<file path="src/rtl/gpio_pkg.sv">
// Shared register map constants and register decode helper for the gpio_port peripheral.
// The interrupt registers exist only when GPIO_IRQ_EN is defined; the offsets are always reserved.
package gpio_pkg;

    localparam logic [4:0]  GPIO_OUT_OFS       = 5'h00;
    localparam logic [4:0]  GPIO_IN_OFS        = 5'h04;
    localparam logic [4:0]  GPIO_DIR_OFS       = 5'h08;
    localparam logic [4:0]  GPIO_IRQ_EN_OFS    = 5'h0C;
    localparam logic [4:0]  GPIO_IRQ_EDGE_OFS  = 5'h10;
    localparam logic [4:0]  GPIO_IRQ_STAT_OFS  = 5'h14;
    localparam logic [4:0]  GPIO_RSVD_OFS      = 5'h18;
    localparam logic [31:0] GPIO_WINDOW        = 32'h20;

    typedef enum logic [2:0] {
        REG_OUT,
        REG_IN,
        REG_DIR,
        REG_IRQ_EN,
        REG_IRQ_EDGE,
        REG_IRQ_STAT,
        REG_NONE
    } gpioReg_e;

    function automatic gpioReg_e decodeReg(input logic [4:0] ofs);
        case (ofs)
            GPIO_OUT_OFS:      return REG_OUT;
            GPIO_IN_OFS:       return REG_IN;
            GPIO_DIR_OFS:      return REG_DIR;
            GPIO_IRQ_EN_OFS:   return REG_IRQ_EN;
            GPIO_IRQ_EDGE_OFS: return REG_IRQ_EDGE;
            GPIO_IRQ_STAT_OFS: return REG_IRQ_STAT;
            default:           return REG_NONE;
        endcase
    endfunction

endpackage

</file>
<file path="src/rtl/gpio_port_if.sv">
// 32-bit Wishbone slave bundle for gpio_port; signal names are given from the slave's point of view.
interface gpio_port_if;

    logic        stb_i;
    logic        cyc_i;
    logic [31:0] adr_i;
    logic [3:0]  sel_i;
    logic [31:0] dat_i;
    logic        we_i;
    logic [31:0] dat_o;
    logic        ack_o;
    logic        err_o;
    logic        rty_o;

    modport master (
        output stb_i, cyc_i, adr_i, sel_i, dat_i, we_i,
        input  dat_o, ack_o, err_o, rty_o
    );

    modport slave (
        input  stb_i, cyc_i, adr_i, sel_i, dat_i, we_i,
        output dat_o, ack_o, err_o, rty_o
    );

endinterface

</file>
<file path="src/rtl/gpio_sync.sv">
// WIDTH-wide, STAGES-deep flop chain that brings asynchronous pad levels into the clk_i domain.
module gpio_sync #(
    parameter int WIDTH  = 8,
    parameter int STAGES = 2
) (
    input  logic             clk_i,
    input  logic             rst_ni,
    input  logic [WIDTH-1:0] d_i,
    output logic [WIDTH-1:0] q_o
);

    logic [WIDTH-1:0] stage_q [STAGES];

    always_ff @(posedge clk_i or negedge rst_ni) begin
        if (!rst_ni) begin
            for (int i = 0; i < STAGES; i++) begin
                stage_q[i] <= '0;
            end
        end else begin
            stage_q[0] <= d_i;
            for (int i = 1; i < STAGES; i++) begin
                stage_q[i] <= stage_q[i-1];
            end
        end
    end

    assign q_o = stage_q[STAGES-1];

endmodule

</file>
<file path="src/rtl/gpio_port.sv">
// Parametrised GPIO port on a 32-bit Wishbone slave with registered terminations.
// Define GPIO_IRQ_EN to build the edge-triggered interrupt registers and irq_o.
module gpio_port
    import gpio_pkg::*;
#(
    parameter logic [31:0] BASE_ADDRESS = 32'h0,
    parameter int          WIDTH        = 8,
    parameter int          SYNC_STAGES  = 2
) (
    input  logic             clk_i,
    input  logic             rst_ni,
    gpio_port_if.slave       bus,
    input  logic [WIDTH-1:0] pin_input,
    output logic [WIDTH-1:0] pin_output,
    output logic [WIDTH-1:0] pin_oe,
    output logic             irq_o
);

    logic [4:0]       ofs;
    gpioReg_e         regSel;
    logic             hit;
    logic             bad;
    logic             term;
    logic             wrEn;
    logic             ack_d, ack_q;
    logic             err_d, err_q;
    logic [31:0]      readData;
    logic [31:0]      dat_d, dat_q;
    logic [WIDTH-1:0] out_q;
    logic [WIDTH-1:0] dir_q;
    logic [WIDTH-1:0] pinIn;
    logic             unusedBits;

    gpio_sync #(
        .WIDTH  (WIDTH),
        .STAGES (SYNC_STAGES)
    ) u_sync (
        .clk_i  (clk_i),
        .rst_ni (rst_ni),
        .d_i    (pin_input),
        .q_o    (pinIn)
    );

    assign ofs        = bus.adr_i[4:0];
    assign regSel     = decodeReg(ofs);
    assign unusedBits = ^bus.dat_i;

    // A new termination is only issued once the previous one has been seen, so a held strobe is served every other cycle.
    always_comb begin
        hit   = bus.stb_i && bus.cyc_i && ((bus.adr_i - BASE_ADDRESS) < GPIO_WINDOW);
        bad   = (ofs >= GPIO_RSVD_OFS) || (ofs[1:0] != 2'b00) || (bus.sel_i != 4'hF);
        term  = hit && !ack_q && !err_q;
        ack_d = term && !bad;
        err_d = term && bad;
        wrEn  = ack_d && bus.we_i;
        dat_d = ack_d ? readData : '0;
    end

`ifdef GPIO_IRQ_EN
    logic [WIDTH-1:0] irqEn_q;
    logic [WIDTH-1:0] irqEdge_q;
    logic [WIDTH-1:0] irqStat_d, irqStat_q;
    logic [WIDTH-1:0] inPrev_q;
    logic [WIDTH-1:0] edgeSeen;
    logic [WIDTH-1:0] w1cMask;
    logic             irq_d, irq_q;

    // A fresh edge outranks a simultaneous write-1-clear so no event is lost.
    always_comb begin
        edgeSeen  = (pinIn & ~inPrev_q & irqEdge_q) | (~pinIn & inPrev_q & ~irqEdge_q);
        w1cMask   = (wrEn && regSel == REG_IRQ_STAT) ? bus.dat_i[WIDTH-1:0] : '0;
        irqStat_d = (irqStat_q & ~w1cMask) | edgeSeen;
        irq_d     = |(irqStat_q & irqEn_q);
    end

    always_ff @(posedge clk_i or negedge rst_ni) begin
        if (!rst_ni) begin
            irqEn_q   <= '0;
            irqEdge_q <= '0;
            irqStat_q <= '0;
            inPrev_q  <= '0;
            irq_q     <= 1'b0;
        end else begin
            inPrev_q  <= pinIn;
            irqStat_q <= irqStat_d;
            irq_q     <= irq_d;
            if (wrEn && regSel == REG_IRQ_EN) begin
                irqEn_q <= bus.dat_i[WIDTH-1:0];
            end
            if (wrEn && regSel == REG_IRQ_EDGE) begin
                irqEdge_q <= bus.dat_i[WIDTH-1:0];
            end
        end
    end

    assign irq_o = irq_q;
`else
    assign irq_o = 1'b0;
`endif

    always_comb begin
        readData = '0;
        case (regSel)
            REG_OUT:      readData[WIDTH-1:0] = out_q;
            REG_IN:       readData[WIDTH-1:0] = pinIn;
            REG_DIR:      readData[WIDTH-1:0] = dir_q;
`ifdef GPIO_IRQ_EN
            REG_IRQ_EN:   readData[WIDTH-1:0] = irqEn_q;
            REG_IRQ_EDGE: readData[WIDTH-1:0] = irqEdge_q;
            REG_IRQ_STAT: readData[WIDTH-1:0] = irqStat_q;
`endif
            default:      readData = '0;
        endcase
    end

    always_ff @(posedge clk_i or negedge rst_ni) begin
        if (!rst_ni) begin
            ack_q <= 1'b0;
            err_q <= 1'b0;
            dat_q <= '0;
            out_q <= '0;
            dir_q <= '0;
        end else begin
            ack_q <= ack_d;
            err_q <= err_d;
            dat_q <= dat_d;
            if (wrEn && regSel == REG_OUT) begin
                out_q <= bus.dat_i[WIDTH-1:0];
            end
            if (wrEn && regSel == REG_DIR) begin
                dir_q <= bus.dat_i[WIDTH-1:0];
            end
        end
    end

    assign bus.ack_o  = ack_q;
    assign bus.err_o  = err_q;
    assign bus.dat_o  = dat_q;
    assign bus.rty_o  = 1'b0;
    assign pin_output = out_q;
    assign pin_oe     = dir_q;

endmodule

</file>
<file path="src/flat_wrapper.sv">
// flat-port wrapper written by rule: the top's interface ports become plain ports
module gpio_port_flat import gpio_pkg::*;
#(
    parameter logic [31:0] BASE_ADDRESS = 32'h0,
    parameter int          WIDTH        = 8,
    parameter int          SYNC_STAGES  = 2
)
  (clk_i, rst_ni, pin_input, pin_output, pin_oe, irq_o, bus_stb_i, bus_cyc_i, bus_adr_i, bus_sel_i, bus_dat_i, bus_we_i, bus_dat_o, bus_ack_o, bus_err_o, bus_rty_o);
  gpio_port_if bus_i ();
  input  logic clk_i;
  input  logic rst_ni;
  input  logic [WIDTH-1:0] pin_input;
  output logic [WIDTH-1:0] pin_output;
  output logic [WIDTH-1:0] pin_oe;
  output logic irq_o;
  input wire logic [$bits(bus_i.stb_i)-1:0] bus_stb_i;
  input wire logic [$bits(bus_i.cyc_i)-1:0] bus_cyc_i;
  input wire logic [$bits(bus_i.adr_i)-1:0] bus_adr_i;
  input wire logic [$bits(bus_i.sel_i)-1:0] bus_sel_i;
  input wire logic [$bits(bus_i.dat_i)-1:0] bus_dat_i;
  input wire logic [$bits(bus_i.we_i)-1:0] bus_we_i;
  output wire logic [$bits(bus_i.dat_o)-1:0] bus_dat_o;
  output wire logic [$bits(bus_i.ack_o)-1:0] bus_ack_o;
  output wire logic [$bits(bus_i.err_o)-1:0] bus_err_o;
  output wire logic [$bits(bus_i.rty_o)-1:0] bus_rty_o;
  assign bus_i.stb_i = bus_stb_i;
  assign bus_i.cyc_i = bus_cyc_i;
  assign bus_i.adr_i = bus_adr_i;
  assign bus_i.sel_i = bus_sel_i;
  assign bus_i.dat_i = bus_dat_i;
  assign bus_i.we_i = bus_we_i;
  assign bus_dat_o = bus_i.dat_o;
  assign bus_ack_o = bus_i.ack_o;
  assign bus_err_o = bus_i.err_o;
  assign bus_rty_o = bus_i.rty_o;
  gpio_port #(.BASE_ADDRESS(BASE_ADDRESS), .WIDTH(WIDTH), .SYNC_STAGES(SYNC_STAGES)) u_core (.clk_i(clk_i), .rst_ni(rst_ni), .bus(bus_i), .pin_input(pin_input), .pin_output(pin_output), .pin_oe(pin_oe), .irq_o(irq_o));
endmodule
</file>
<file path="config.mk">
export PLATFORM = sky130hd
export DESIGN_NAME = gpio_port_flat
export DESIGN_NICKNAME = d
export VERILOG_FILES = /design/src/rtl/gpio_pkg.sv /design/src/rtl/gpio_port_if.sv /design/src/rtl/gpio_sync.sv /design/src/rtl/gpio_port.sv /design/src/flat_wrapper.sv
export SDC_FILE = /design/constraint.sdc
export NUM_CORES = 1
export LEC_CHECK = 0
export BUFFER_PORTS_ARGS = -buffer_cell sky130_fd_sc_hd__buf_2
export CAP_MARGIN = 20
export CORE_ASPECT_RATIO = 0.7
export CORE_UTILIZATION = 40
export CTS_BUF_LIST = sky130_fd_sc_hd__clkbuf_8
export CTS_CLUSTER_SIZE = 10
export DETAILED_ROUTE_END_ITERATION = 8
export GPL_TIMING_DRIVEN = 0
export PLACE_DENSITY = 0.86
export SKIP_CTS_REPAIR_TIMING = 1
export SKIP_LAST_GASP = 1
export SLEW_MARGIN = 20
export SYNTH_ARGS = -nofsm -noshare
export SYNTH_HDL_FRONTEND = slang
export SYNTH_SLANG_ARGS = --single-unit
</file>
<file path="constraint.sdc">
create_clock -name clk_i -period 1.7 [get_ports clk_i]
set_input_delay 0.255 -clock clk_i [delete_from_list [all_inputs] [get_ports clk_i]]
set_output_delay 0.255 -clock clk_i [all_outputs]
set_load 0.02 [all_outputs]
</file>
==> run metrics, run 1 <==
Cell Chain, Critical Path nor4_2, and4_2, and4_1, buf_6, mux2_2; fmax 595 MHz; Critical Path AT between 1500 and 2000 ps; Crit Path Max Fanout 8; Iteration-0 DRC Markers 55; utilization after layout ~59%; Clock transition at path regs 80 ps; H-Tree Depth 2; first-pass GRT wire length roughly 6000 um; WL final between 4000 and 5000 um; most frequent cells in the layout 81 x buf_2, 42 x dfrtp_1, 35 x buf_4, 26 x conb_1, 24 x mux2_2; CTS tree yes; die height 58.3 um; footprint of the multi-input gates 671 sq um; final setup margin between 20 and 25 ps; Area Overhead vs Synth 41.2%; Synth area leader dfrtp_1; Clock Skew around 3.5 ps; GP Congestion between 0.6 and 0.7; VDD IR-drop max between 0.6 and 0.7 mV; number of antenna violations at the first check in global routing 0; Slew Limit Fails 0; vias per inst 4.58; min-delay worst type in2reg; Final Cycle Share a little over nine tenths; drt wl/cell between 10 and 15 um; Final Setup Violations 0; Port Buffers 81; design area 2560 sq um; Antenna diodes 0; post-layout minimum cycle time approximately 1700 ps; largest net degree at the start of global routing 43; outcome completed; Detailed Routing Iterations Pass 1 4; FF+latch count, synth 42; Syn Area/Cell 13.4 sq um; slowest stage delay, CP 400 ps; Synth Cell Area roughly 1800 sq um; Leak Pwr 1.43 nW; synth unique cells 21; pre-CTS WS -533 ps; vias in the first global route 1300; Final Hold Fails 0; DIE AREA around 4800 sq um; Worst Setup Start Kind flip-flop; sequential fraction of the synthesis area between 50% and 60%; Slew @ Worst Pin between 800 and 900 ps; Root Buffer Master clkbuf_8; Cell Area, Placed between 2000 and 2500 sq um; Required @ worst endpoint approximately 1900 ps; Nets around 340; Vias about 1400; commonest non-fill, non-tap cell in the layout buf_2; # DRC 0; Die Span X 82.5 um; share of layout cells above drive strength 1 between 60 and 70%; post-synth top area share between 50% and 60%; Reg area ~1100 sq um; WS Path Type reg2reg; relative slew slack 40.0%; CP Capture Type flip-flop; Skew-Pair Late Insertion Delay around 280 ps; CTS Sinks 42; YS warnings 0; Core ar. ~4400 sq um; slowest CP cell dfrtp_1; FILL cells 383; DP HPWL about 2900 um; I/O pin cnt roughly 130; Post-Syn Instances 135; PwrDens about 730 nW/um^2; clock buffer depth 2; Congestion Overflow GR 0; CTS Buf Count 5; initial core utilization a little over two fifths; Total GRT Usage roughly 17%; number of core rows 20; Area contributors post-synth dfrtp_1 58%, mux2_2 15%, buf_4 11%, a22oi_1 3.3%, nor4_1 2.4%; number of max-cap violations 0; Routed Antenna Nets 0
per-layer routing:
layer  track usage [%]  vias up  wire length, um
met3              4.81        2              337
met5                 0        -                0
met2              29.9       62             2180
met1              21.1      695             1630
met4              3.76        0               12
li1                  -      675                -
per-stage QoR:
stage	instances	total power, mW	TNS, ps	hold slack, ps
floorplan	160	1.16	0	-40.6
global route	313	1.95	-563	52.9
detailed placement	296	1.26	-11080	336
global placement	296	1.25	-10350	333
CTS	304	1.87	-4620	59.9
finish	313	1.87	0	68.5
final timing paths:
check | slack, ps | from | end | cells after the start
setup / recovery | 20 | u_core.bus.err_o | u_core.pin_output[2] | 5
hold / removal | 70 | pin_input[3] | u_core.u_sync.stage_q[11] | 1
setup reg to reg | 20 | u_core.bus.err_o | u_core.pin_output[2] | 5
hold reg to reg | 350 | u_core.u_sync.stage_q[15] | u_core.u_sync.q_o[7] | 0
max in group asynchronous | 1040 | rst_ni | u_core.pin_oe[7] | 1
min in group asynchronous | 90 | rst_ni | u_core.u_sync.stage_q[14] | 1
flip-flops by register name (all words and copies together), names as in the netlist:
| name | cells |
|---|---|
| u_core.u_sync.q_o | 8 |
| u_core.pin_oe | 8 |
| u_core.u_sync.stage_q | 8 |
| u_core.bus.ack_o | 1 |
| u_core.bus.err_o | 1 |
| u_core.bus.dat_o | 8 |
| u_core.pin_output | 8 |
power by group:
part	leakage, nW	switching, mW	internal, mW
logic	0.830	0.122	0.106
registers	0.550	0.00500	1.02
clock network	0.0493	0.336	0.284
cell type report:
| class | count | area share, % |
|---|---|---|
| Buffer | 28 | 8.21 |
| Clock buffer | 5 | 2.69 |
| Clock inverter | 3 | 0.684 |
| Multi-Input combinational cell | 90 | 26.2 |
| Sequential cell | 42 | 41.1 |
| Tap cell | 55 | 2.69 |
| Timing Repair Buffer | 90 | 18.5 |
cells in the mapped netlist:
library cell,n
mux2_2,24
or2_2,1
nand2b_1,1
o2111ai_2,1
a22oi_1,8
dfrtp_1,42
nand2_1,1
nor2_1,9
nor4_4,1
nor4_1,7
and3b_1,1
nor4bb_1,1
conb_1,1
a211oi_2,1
buf_4,27
and3_1,1
clkbuf_1,1
nor3_1,1
nor3_2,1
nand4_1,2
and4_1,3
worst max-delay path: cells and delay by family (launching register included):
kind,cells,cell delay [ps]
and+or+nand+nor,3,660
DFF,1,400
muxes,1,340
buffers and inverters,1,160
cells by family (layout without fill, tap and decap cells):
group                  count (synthesis)  in the layout  share of synthesized area (%)
AO/OA/AOI/OAI                         10             10                           4.83
buffers and inverters                 28            126                           11.4
flip-flops                            42             42                           58.0
multiplexers                          24             24                           14.9
other                                  1             26                          0.207
AND/OR/NAND/NOR                       30             30                           10.7
Power figures use the tool's default switching activity.
==> inputs of run 2 (changes only) <==
Settings changed: CORE_ASPECT_RATIO 0.7 to not set.
==> run metrics, run 2 (synthesized netlist as in run 1, its figures left out) <==
outcome completed; GP Congestion 0.705; Final Power 1.88 mW; WL final between 3000 and 4000 um; utilization after layout 58.7%; Required @ worst endpoint between 1500 and 2000 ps; slowest CP cell dfrtp_1; Final Hold Fails 0; number of core rows 24; post-layout minimum cycle time ~1700 ps; PwrDens between 700 and 800 nW/um^2; Root Buffer Master clkbuf_8; commonest non-fill, non-tap cell in the layout buf_2; fmax between 600 and 700 MHz; Final Setup Violations 0; VDD IR-drop max around 0.45 mV; Area Overhead vs Synth 40.9%; CTS Buf Count 5; slowest stage delay, CP between 300 and 400 ps; Antenna diodes 0; Critical R2R Launch u_core.bus.err_o; Port Buffers between 80 and 90; Reg2Reg Depth 5; Worst Setup Start Kind flip-flop; Slew Limit Fails 0; vias per inst approximately 4.5; Critical Path AT 1820 ps; WS Path Type reg2reg; most frequent cells in the layout 81 x buf_2, 42 x dfrtp_1, 35 x buf_4, 26 x conb_1, 24 x mux2_2; Nets 338; largest net degree at the start of global routing 43; Skew-Pair Late Insertion Delay approximately 280 ps; Cell Area, Placed 2380 sq um; initial core utilization a little over two fifths; design area ~2600 sq um; Cell Chain, Critical Path nor4_2, and4_2, and4_1, buf_6, mux2_2; final setup margin 48.2 ps; share of layout cells above drive strength 1 60.5%; Crit Path Max Fanout 8; H-Tree Depth 2; Total GRT Usage roughly 16%; Routed Antenna Nets 0; RSZ-0062 raised after global routing yes; hold wc startpoint pin_input[0]; DP HPWL between 2000 and 3000 um; Die Span X 69.3 um; Clock Skew just over 2 ps; Worst R2R End u_core.pin_output[1]; min-delay worst type in2reg; Congestion Overflow GR 0; Worst Hold Path EP u_core.u_sync.stage_q[8]; Detailed Routing Iterations Pass 1 4; pre-CTS WS -440 ps; Vias around 1400; Iteration-0 DRC Markers 35; reg-to-reg slack, setup 50 ps; vias in the first global route 1300; Leak Pwr about 1.4 nW; CTS Sinks between 40 and 50; Clock transition at path regs approximately 70 ps; Hold Crit Depth 1; CP bufs+invs 1; Slew @ Worst Pin roughly 900 ps; DIE AREA roughly 4800 sq um; first-pass GRT wire length just over 6000 um; CP Capture Type flip-flop; critical path's top delay family simple AND/OR/NAND/NOR gates; drt wl/cell 12.8 um; number of max-cap violations 0; number of antenna violations at the first check in global routing 0; # DRC 0; die height ~69 um; CTS tree yes; Core ar. 4350 sq um; relative slew slack roughly two fifths; Final Cycle Share a little over nine tenths; setup TNS 0 ps; clock buffer depth 2; I/O pin cnt between 100 and 150
## run 2: power breakdown
group	total, mW	switching (mW)	internal [mW]
clock	0.632	0.310	0.321
sequential	1.02	0.00404	1.02
combinational	0.227	0.120	0.106
total	1.88	0.435	1.44
## run 2: area by class of cell
type	count	area, sq um
fillers	369	1800
flip-flops and latches	42	1050
multi-input cells	90	664
repair buffers	90	473
plain buffers	28	210
clock buffers	6	82.6
well taps	52	65.1
clock inverters	2	8.76
## run 2: worst max-delay path by stage
| stage | startpoint | endpoint | cells after the start |
|---|---|---|---|
| final | u_core.bus.err_o | u_core.pin_output[1] | 5 |
| after detailed placement | bus_adr_i[1] | u_core.pin_output[1] | 6 |
| after global routing | u_core.bus.ack_o | u_core.pin_output[7] | 5 |
| after CTS | u_core.bus.err_o | u_core.pin_oe[0] | 4 |
| after floorplan | bus_adr_i[1] | u_core.pin_output[0] | 5 |
| after global placement | bus_adr_i[1] | u_core.pin_output[0] | 6 |
## run 2: stage by stage
step	std cells	hold WS, ps
final	310	73.6
after floorplan	160	-40.6
after global routing	310	55.3
after detailed placement	293	335
after global placement	293	333
after CTS	301	62.5
## run 2: routing by layer
metal | part of all wire, % | track usage, % | up-vias
li1 | - | - | 675
met1 | 40 | 18.5 | 659
met2 | 52 | 29.3 | 62
met3 | 7.6 | 5.09 | 5
met4 | 0.83 | 4.76 | 0
met5 | 0 | 0 | -
